<file path="config.mk">
export PLATFORM = sky130hd
export DESIGN_NAME = core_control_unit
export DESIGN_NICKNAME = d
export VERILOG_FILES = /design/src/rtl/ctrl_pkg.sv /design/src/rtl/instr_decoder.sv /design/src/rtl/core_control_unit.sv
export SDC_FILE = /design/constraint.sdc
export NUM_CORES = 1
export LEC_CHECK = 0
export ABC_AREA = 0
export BUFFER_PORTS_ARGS = -buffer_cell sky130_fd_sc_hd__buf_4
export CAP_MARGIN = 10
export CORE_MARGIN = 1
export CORE_UTILIZATION = 33
export CTS_BUF_LIST = sky130_fd_sc_hd__clkbuf_16
export CTS_CLUSTER_DIAMETER = 120
export CTS_CLUSTER_SIZE = 40
export DETAILED_ROUTE_END_ITERATION = 16
export GPL_ROUTABILITY_DRIVEN = 0
export GPL_TIMING_DRIVEN = 1
export PLACE_DENSITY_LB_ADDON = 0.1
export SYNTH_ARGS = -nofsm -noshare
export SYNTH_HDL_FRONTEND = slang
export SYNTH_SLANG_ARGS = --single-unit
</file>
<file path="constraint.sdc">
create_clock -name clk -period 3.9 [get_ports clk]
set_input_delay 0.78 -clock clk [delete_from_list [all_inputs] [get_ports clk]]
set_output_delay 0.78 -clock clk [all_outputs]
set_load 0.01 [all_outputs]
</file>
<file path="src/rtl/ctrl_pkg.sv">
// ============================================================
// ctrl_pkg : shared bus-select codes, opcodes and FSM encoding
// Rev 1.0  : initial release
// ============================================================
`default_nettype none

package ctrl_pkg;

  localparam logic [3:0] SEL_DMEM = 4'd0;
  localparam logic [3:0] SEL_R    = 4'd1;
  localparam logic [3:0] SEL_IR   = 4'd2;
  localparam logic [3:0] SEL_RL   = 4'd3;
  localparam logic [3:0] SEL_RC   = 4'd4;
  localparam logic [3:0] SEL_RP   = 4'd5;
  localparam logic [3:0] SEL_RQ   = 4'd6;
  localparam logic [3:0] SEL_R1   = 4'd7;
  localparam logic [3:0] SEL_AC   = 4'd8;
  localparam logic [3:0] SEL_IDLE = 4'd9;

  localparam logic [7:0] OP_NOP   = 8'h00;
  localparam logic [7:0] OP_END   = 8'h01;
  localparam logic [7:0] OP_LDAC  = 8'h02;
  localparam logic [7:0] OP_STAC  = 8'h03;
  localparam logic [7:0] OP_ADD   = 8'h20;
  localparam logic [7:0] OP_SUB   = 8'h21;
  localparam logic [7:0] OP_MUL   = 8'h22;
  localparam logic [7:0] OP_JMPNZ = 8'h30;
  localparam logic [4:0] OP_MVAC2X_HI = 5'b00010;
  localparam logic [4:0] OP_MVX2AC_HI = 5'b00011;

  localparam int WR_IR = 0;
  localparam int WR_AC = 7;

  localparam logic [1:0] ALU_PASS = 2'd0;
  localparam logic [1:0] ALU_ADD  = 2'd1;
  localparam logic [1:0] ALU_SUB  = 2'd2;
  localparam logic [1:0] ALU_MUL  = 2'd3;

  typedef enum logic [2:0] {
    S_IDLE   = 3'd0,
    S_FETCH1 = 3'd1,
    S_FETCH2 = 3'd2,
    S_EXEC1  = 3'd3,
    S_EXEC2  = 3'd4,
    S_HALT   = 3'd5
  } state_t;

  // Register index k (1..6) to its bus code; IR (code 2) sits between R and RL.
  function automatic logic [3:0] mvx_sel(input logic [2:0] k);
    return (k == 3'd1) ? SEL_R : ({1'b0, k} + 4'd1);
  endfunction

endpackage

`default_nettype wire

</file>
<file path="src/rtl/instr_decoder.sv">
// ============================================================
// instr_decoder : state + IR -> control strobes and next state
// Rev 1.0       : initial release
// ============================================================
`default_nettype none

module instr_decoder
  import ctrl_pkg::*;
#(
  parameter int INS_WIDTH = 8,
  parameter int SEL_WIDTH = 4
) (
  input  logic [2:0]           state,
  input  logic [INS_WIDTH-1:0] ir,
  input  logic                 start,
  input  logic                 zflag,
  output logic [2:0]           next_state,
  output logic [SEL_WIDTH-1:0] bus_sel,
  output logic [7:0]           wr_en,
  output logic [1:0]           alu_op,
  output logic                 imem_rd,
  output logic                 dmem_rd,
  output logic                 dmem_wr,
  output logic                 pc_inc,
  output logic                 pc_load,
  output logic                 done,
  output logic                 illegal
);

  logic [2:0] k;
  assign k = ir[2:0];

  always_comb begin
    next_state = state;
    bus_sel    = SEL_IDLE;
    wr_en      = '0;
    alu_op     = ALU_PASS;
    imem_rd    = 1'b0;
    dmem_rd    = 1'b0;
    dmem_wr    = 1'b0;
    pc_inc     = 1'b0;
    pc_load    = 1'b0;
    done       = 1'b0;
    illegal    = 1'b0;
    case (state_t'(state))
      S_IDLE: if (start) next_state = S_FETCH1;
      S_FETCH1: begin
        imem_rd    = 1'b1;
        next_state = S_FETCH2;
      end
      S_FETCH2: begin
        wr_en[WR_IR] = 1'b1;
        pc_inc       = 1'b1;
        next_state   = S_EXEC1;
      end
      S_EXEC1: begin
        next_state = S_FETCH1;
        case (ir)
          OP_NOP: ;
          OP_END: next_state = S_HALT;
          OP_LDAC: begin
            dmem_rd    = 1'b1;
            next_state = S_EXEC2;
          end
          OP_STAC: begin
            bus_sel = SEL_AC;
            dmem_wr = 1'b1;
          end
          OP_ADD, OP_SUB, OP_MUL: begin
            alu_op       = ir[1:0] + 2'd1;
            wr_en[WR_AC] = 1'b1;
          end
          OP_JMPNZ: begin
            imem_rd    = 1'b1;
            pc_inc     = 1'b1;
            next_state = S_EXEC2;
          end
          default: begin
            // Register moves carry the register index in the low 3 bits; 0 and 7 are undefined.
            if (ir[7:3] == OP_MVAC2X_HI && k != 3'd0 && k != 3'd7) begin
              bus_sel  = SEL_AC;
              wr_en[k] = 1'b1;
            end else if (ir[7:3] == OP_MVX2AC_HI && k != 3'd0 && k != 3'd7) begin
              bus_sel      = mvx_sel(k);
              wr_en[WR_AC] = 1'b1;
            end else begin
              illegal = 1'b1;
            end
          end
        endcase
      end
      S_EXEC2: begin
        next_state = S_FETCH1;
        if (ir == OP_LDAC) begin
          bus_sel      = SEL_DMEM;
          wr_en[WR_AC] = 1'b1;
        end else if (ir == OP_JMPNZ) begin
          pc_load = ~zflag;
        end
      end
      S_HALT: begin
        done = 1'b1;
        if (!start) next_state = S_IDLE;
      end
      default: next_state = S_IDLE;
    endcase
  end

endmodule

`default_nettype wire

</file>
<file path="src/rtl/core_control_unit.sv">
// ============================================================
// core_control_unit : per-core fetch/decode/execute sequencer
// Rev 1.0           : initial release
// ============================================================
`default_nettype none

module core_control_unit
  import ctrl_pkg::*;
#(
  parameter int INS_WIDTH = 8,
  parameter int SEL_WIDTH = 4
) (
  input  logic                 clk,
  input  logic                 rst,
  input  logic                 start,
  input  logic [INS_WIDTH-1:0] iMemData,
  input  logic                 zFlag,
  output logic [SEL_WIDTH-1:0] busSel,
  output logic [7:0]           regWrEn,
  output logic [1:0]           aluOp,
  output logic                 iMemRd,
  output logic                 dMemRd,
  output logic                 dMemWrEn,
  output logic                 pcInc,
  output logic                 pcLoad,
  output logic                 done,
  output logic                 illegal
);

  state_t                 state;
  logic [INS_WIDTH-1:0]   ir;
  logic [2:0]             dec_next;
  logic [SEL_WIDTH-1:0]   dec_bus_sel;
  logic [7:0]             dec_wr_en;
  logic [1:0]             dec_alu_op;
  logic                   dec_imem_rd, dec_dmem_rd, dec_dmem_wr;
  logic                   dec_pc_inc, dec_pc_load, dec_done, dec_illegal;

  instr_decoder #(
    .INS_WIDTH (INS_WIDTH),
    .SEL_WIDTH (SEL_WIDTH)
  ) u_decoder (
    .state      (state),
    .ir         (ir),
    .start      (start),
    .zflag      (zFlag),
    .next_state (dec_next),
    .bus_sel    (dec_bus_sel),
    .wr_en      (dec_wr_en),
    .alu_op     (dec_alu_op),
    .imem_rd    (dec_imem_rd),
    .dmem_rd    (dec_dmem_rd),
    .dmem_wr    (dec_dmem_wr),
    .pc_inc     (dec_pc_inc),
    .pc_load    (dec_pc_load),
    .done       (dec_done),
    .illegal    (dec_illegal)
  );

  always_ff @(posedge clk) begin
    if (rst) begin
      state <= S_IDLE;
      ir    <= '0;
    end else begin
      state <= state_t'(dec_next);
      if (state == S_FETCH2) ir <= iMemData;
    end
  end

  // Outputs are forced to idle while rst is high so an aborted instruction never fires a strobe.
  assign busSel   = rst ? SEL_IDLE : dec_bus_sel;
  assign regWrEn  = rst ? 8'h00    : dec_wr_en;
  assign aluOp    = rst ? ALU_PASS : dec_alu_op;
  assign iMemRd   = ~rst & dec_imem_rd;
  assign dMemRd   = ~rst & dec_dmem_rd;
  assign dMemWrEn = ~rst & dec_dmem_wr;
  assign pcInc    = ~rst & dec_pc_inc;
  assign pcLoad   = ~rst & dec_pc_load;
  assign done     = ~rst & dec_done;
  assign illegal  = ~rst & dec_illegal;

endmodule

`default_nettype wire

</file>
=== Word-level counts from Yosys, hierarchy flattened ===
Cells that the tools add are included.

* Output and inout port bits: 21
* Bits in registers: 11

* $lt $le $gt $ge: 2
* Reductions and logical operators: 14
* Equality and inequality tests: 18
* Muxes and demuxes: 40
* Bitwise gates (word level): 9
* Add/sub/neg operators: 2

{| class="wikitable"
|+ Operator list
! cell !! number
|-
| $eq A8 B6 Y1 const B || 4
|-
| $mux W4 || 5
|-
| $pmux W3 S6 || 1
|-
| $eq A8 B2 Y1 const B || 2
|-
| $mux W1 || 16
|-
| $pmux W4 S2 || 2
|-
| $mux W7 || 2
|-
| $eq A5 B2 Y1 const B || 2
|-
| $pmux W1 S2 || 5
|-
| $eq A8 B1 Y1 const B || 1
|-
| $logic_not A8 Y1 || 1
|-
| $mux W8 || 1
|-
| $reduce_or A8 Y1 || 1
|-
| $and A1 B1 Y1 || 7
|-
| $reduce_or A7 Y1 || 1
|-
| $eq A3 B1 Y1 const B || 2
|-
| $eq A3 B2 Y1 const B || 2
|-
| $eq A3 B3 Y1 const B || 2
|-
| $mux W2 || 3
|-
| $mux W3 || 2
|-
| $mux W6 || 1
|-
| $pmux W3 S2 || 1
|-
| $logic_and A1 B1 Y1 || 5
|-
| $reduce_or A5 Y1 || 1
|-
| other kinds (13) || 15
|}

=== Depth between registers and ports, before layout ===
* Word-level depth: 8
* Gate-level depth with buffers: 6

=== Cells and area by module ===
Synthesis repeated with hierarchy kept, for this count alone.

* Cells, all modules: 142
* Area total of the unflattened synthesis: 1,072.3 µm²

{| class="wikitable"
|+ Modules (own cells, without submodules)
! module !! cells each !! area each (µm²) !! times used
|-
| core_control_unit || 65 || 593.1 || 1
|-
| instr_decoder || 77 || 479.2 || 1
|}

=== Worst setup path before layout ===
Ideal clock, no wire load.

* Path kind: input to output
* Start: input port rst
* End: output port regWrEn[6]
* Arrival time: 2,052 ps
* Path slack: 1,068 ps
* Stages on the path: 4
* Cell sequence: nand4bb_1 -> nor4_4 -> nand2_1 -> nor4b_1

* Cells in the longest elaborated chain, start to end: 1

{| class="wikitable"
|+ RTL lines
! what !! RTL line !! source
|-
| from (decl) || core_control_unit.sv:14 || <nowiki>input logic rst,</nowiki>
|-
| $mux W8 || core_control_unit.sv:72 || <nowiki>assign regWrEn = rst ? 8'h00 : dec_wr_en;</nowiki>
|-
| to (decl) || core_control_unit.sv:19 || <nowiki>output logic [7:0] regWrEn,</nowiki>
|}

No other way between the ends.

=== Worst setup path in the final report ===
Same ends and word-level chain as after synthesis.

==> flow_summary_export.csv <==
group,metric,value,unit
cts,ctsHoldBuffers,0,
cts,postCtsSetupBuffers,0,
sta,min_period,3.16,ns
cts,cts_tree,"yes",
synthesis,yosysWarnings,0,
sta,rsz0062_at_grt,"no",
route,ant_nets,0,
worst_setup_path,critPathArrivalTime,2.38,ns
synthesis,netlist_top_cells_area,"dfxtp_1 23%, mux2i_1 9.3%, nor2_1 8.1%, ha_1 6.4%, nor4_4 4.4%",
sta,final.period_utilization,0.809,
place,io_buffers,32,
min_path,min_path_cells,2,
route,wire_per_inst,13.1,um
grt,grt_pass1_vias,959,
sta,final.setup.worst_slack,0.744,ns
floorplanning,start_util,0.350,
synthesis,syn_area,972,sq um
worst_setup_path,cp-start-kind,"primary input",
cts,root_buffer,"clkbuf_16",
worst_setup_path,crit_slowest_cell,"nor4_4",
power_and_ir_drop,pwr-share-seq,0.329,
power_and_ir_drop,clockPowerShare,0.393,
layout,area_growth,32.7,%
worst_setup_path,crit_buf_inv,2,
flow_run,drv_cap,0,
floorplanning,core_area,2780,sq um
cts,path_clk_slew,0.04,ns
floorplanning,fp.dieH,56.3,um
power_and_ir_drop,vdd_drop_max,278,uV
sta,max_freq,0.317,GHz
grt,track_usage,0.167,
worst_setup_path,slowest_delay,0.45,ns
floorplanning,die_w,56.3,um
sta,hold_violations,0,
sta,fin_worst_skew,0.00179,ns
power_and_ir_drop,pwr-share-comb,0.277,
power_and_ir_drop,power.density,366,nW/um^2
layout,drive_gt1_frac,0.284,
worst_setup_path,worstPathMaxFanout,16,
route,route.detailed.drc,0,
synthesis,yosys.area.top_type,"dfxtp_1",
grt,antenna_found_initial,0,
synthesis,synth_seq_cells,11,
cts,ctsResizeCount,0,
route,num_vias,984,
worst_setup_path,cpMostUsedCell,"buf_4",
power_and_ir_drop,leakagePower,0.514,nW
synthesis,syn_inst,125,
sta,setup_viol,0,
worst_setup_path,path_cells,"buf_4, nand4bb_1, nor4_4, nand2_1, nor4b_1, buf_4",
worst_setup_path,r2r.worst_path.cells,4,
synthesis,synth_top_area_share,0.227,
worst_setup_path,worst_setup_path_end_kind,"output port",
power_and_ir_drop,p_sw,0.153,mW
route,viasPerCell,5.29,
synthesis,postSynth.asyncResetShare,0,
sta,tightestPinTransition,0.606,ns
grt,grt_max_degree,17,
floorplanning,io_pins,33,
floorplanning,placement_rows,19,
cts,clock_latency,0.24,ns
worst_setup_path,cp_data_required_time,3.12,ns
sta,max_slew_margin,0.593,
cts,htree_levels,1,
power_and_ir_drop,p_int,0.319,mW
run_status,status,"complete, no violations",
min_path,holdCritPathClass,"reg -> reg",
place,post-place-ws,0.730,ns
floorplanning,die-area,3170,sq um
power_and_ir_drop,p_sw_frac,0.325,
synthesis,ys_seq_area_frac,0.227,
synthesis,synth_edf_count,0,
sta,tns,0,ns
synthesis,syn_nets,142,
worst_setup_path,crit_family,"simple AND/OR/NAND/NOR gates",
layout,n_antenna_cell,0,
route,detail_route.wirelength,2440,um
worst_setup_path,ff2ff_setup_slack,2.04,ns
sta,drv_slew,0,
route,drt_pass1_iterations,4,
route,drt_first_iter_violations,17,
cts,cts_buffers,3,
grt,overflow,0,
worst_setup_path,crit_type,"in -> out",
layout,fin_nets,173,
synthesis,ys.flop_type,"dfxtp_1",
synthesis,ys_types,41,
cts,clock-sinks,11,
worst_setup_path,cp.depth,6,
place,dpl.hpwl,1840,um
grt,grt_pass1_wl,4230,um
synthesis,syn_avg_cell_area,7.78,sq um
cts,clk_path_buf_depth,2,
[through the flow]
stage / power (mW) / utilization / instances / hold slack, ns / instance area (sq um)
final: 0.472 / 0.464 / 186 / 0.563 / 1290
after global routing: 0.499 / 0.464 / 186 / 0.588 / 1290
after CTS: 0.476 / 0.464 / 186 / 0.574 / 1290
after detailed placement: 0.287 / 0.435 / 182 / 0.569 / 1210
after global placement: 0.287 / 0.435 / 182 / 0.541 / 1210
after floorplan: 0.257 / - / 125 / 0.514 / 972
[power by group through the flow]
| stage | sequential, mW | clock (mW) | combinational (mW) |
|---|---|---|---|
| floorplan | 0.136 | 0 | 0.121 |
| global placement | 0.156 | 0 | 0.131 |
| detailed placement | 0.157 | 0 | 0.130 |
| CTS | 0.155 | 0.190 | 0.131 |
| global route | 0.158 | 0.194 | 0.147 |
| finish | 0.155 | 0.186 | 0.131 |
[path summary, 6_finish.rpt]
kind / startpoint / end
min reg2reg: ir[6] / ir[6]
min: ir[6] / ir[6]
max: rst / regWrEn[6]
max reg2reg: ir[2] / state[0]
[cell type report]
cell class / count / area, sq um
Clock buffer: 3 / 75.1
Clock inverter: 1 / 3.75
Fill cell: 283 / 1490
Inverter: 9 / 33.8
Multi-Input combinational cell: 99 / 678
Sequential cell: 11 / 220
Tap cell: 31 / 38.8
Timing Repair Buffer: 32 / 240
[cells in the mapped netlist (all sizes together) (2+ instances only)]
cell type and n:
nand4 4, o21ai 4, nor3 5, nor2 22, a21oi 3, nor4 3, mux2i 9, nor3b 2
and3 3, nand3 3, dfxtp 11, nand2 11, ha 5, nand2b 4, inv 9, buf 5
a211oi 4
[logic make-up (layout without fill, tap and decap cells)]
group                      after synthesis  in the layout  synth area share
and+or+nand+nor                         64             64             0.385
buffers and inverters                   15             45            0.0759
adders and majority gates                5              5            0.0644
AOI/OAI and AO/OA                       20             20             0.147
DFF                                     11             11             0.227
xor gates and xnor gates                 1              1           0.00901
muxes                                    9              9            0.0927
[layout by cell type (no fill, tap or decap), types with 3 or more instances in the layout]
| cell type | count |
|---|---|
| clkbuf_16 | 3 |
| ha_1 | 5 |
| o21ai_0 | 4 |
| buf_4 | 32 |
| a21oi_1 | 3 |
| nand2_1 | 11 |
| inv_1 | 10 |
| nor3_1 | 5 |
| nand2b_1 | 4 |
| mux2i_1 | 9 |
| nand3_1 | 3 |
| dfxtp_1 | 11 |
| nand4_1 | 3 |
| a211oi_1 | 4 |
| nor2_1 | 21 |
[layer usage]
layer	wire, um	GRT usage
met2	1120	0.269
met5	0	0
met1	1190	0.212
met4	51	0.0976
met3	86	0.0253
[state kept, by name (all words and copies together), names as in the netlist]
signal / count
state: 3
ir: 8
[worst min-delay path, delay by kind of cell (launching register included)]
family	cells	cell delay [ns]
mux	1	0.14
simple gates	1	0.05
flops	1	0.33
No activity file was read; power rests on OpenSTA's default activity.
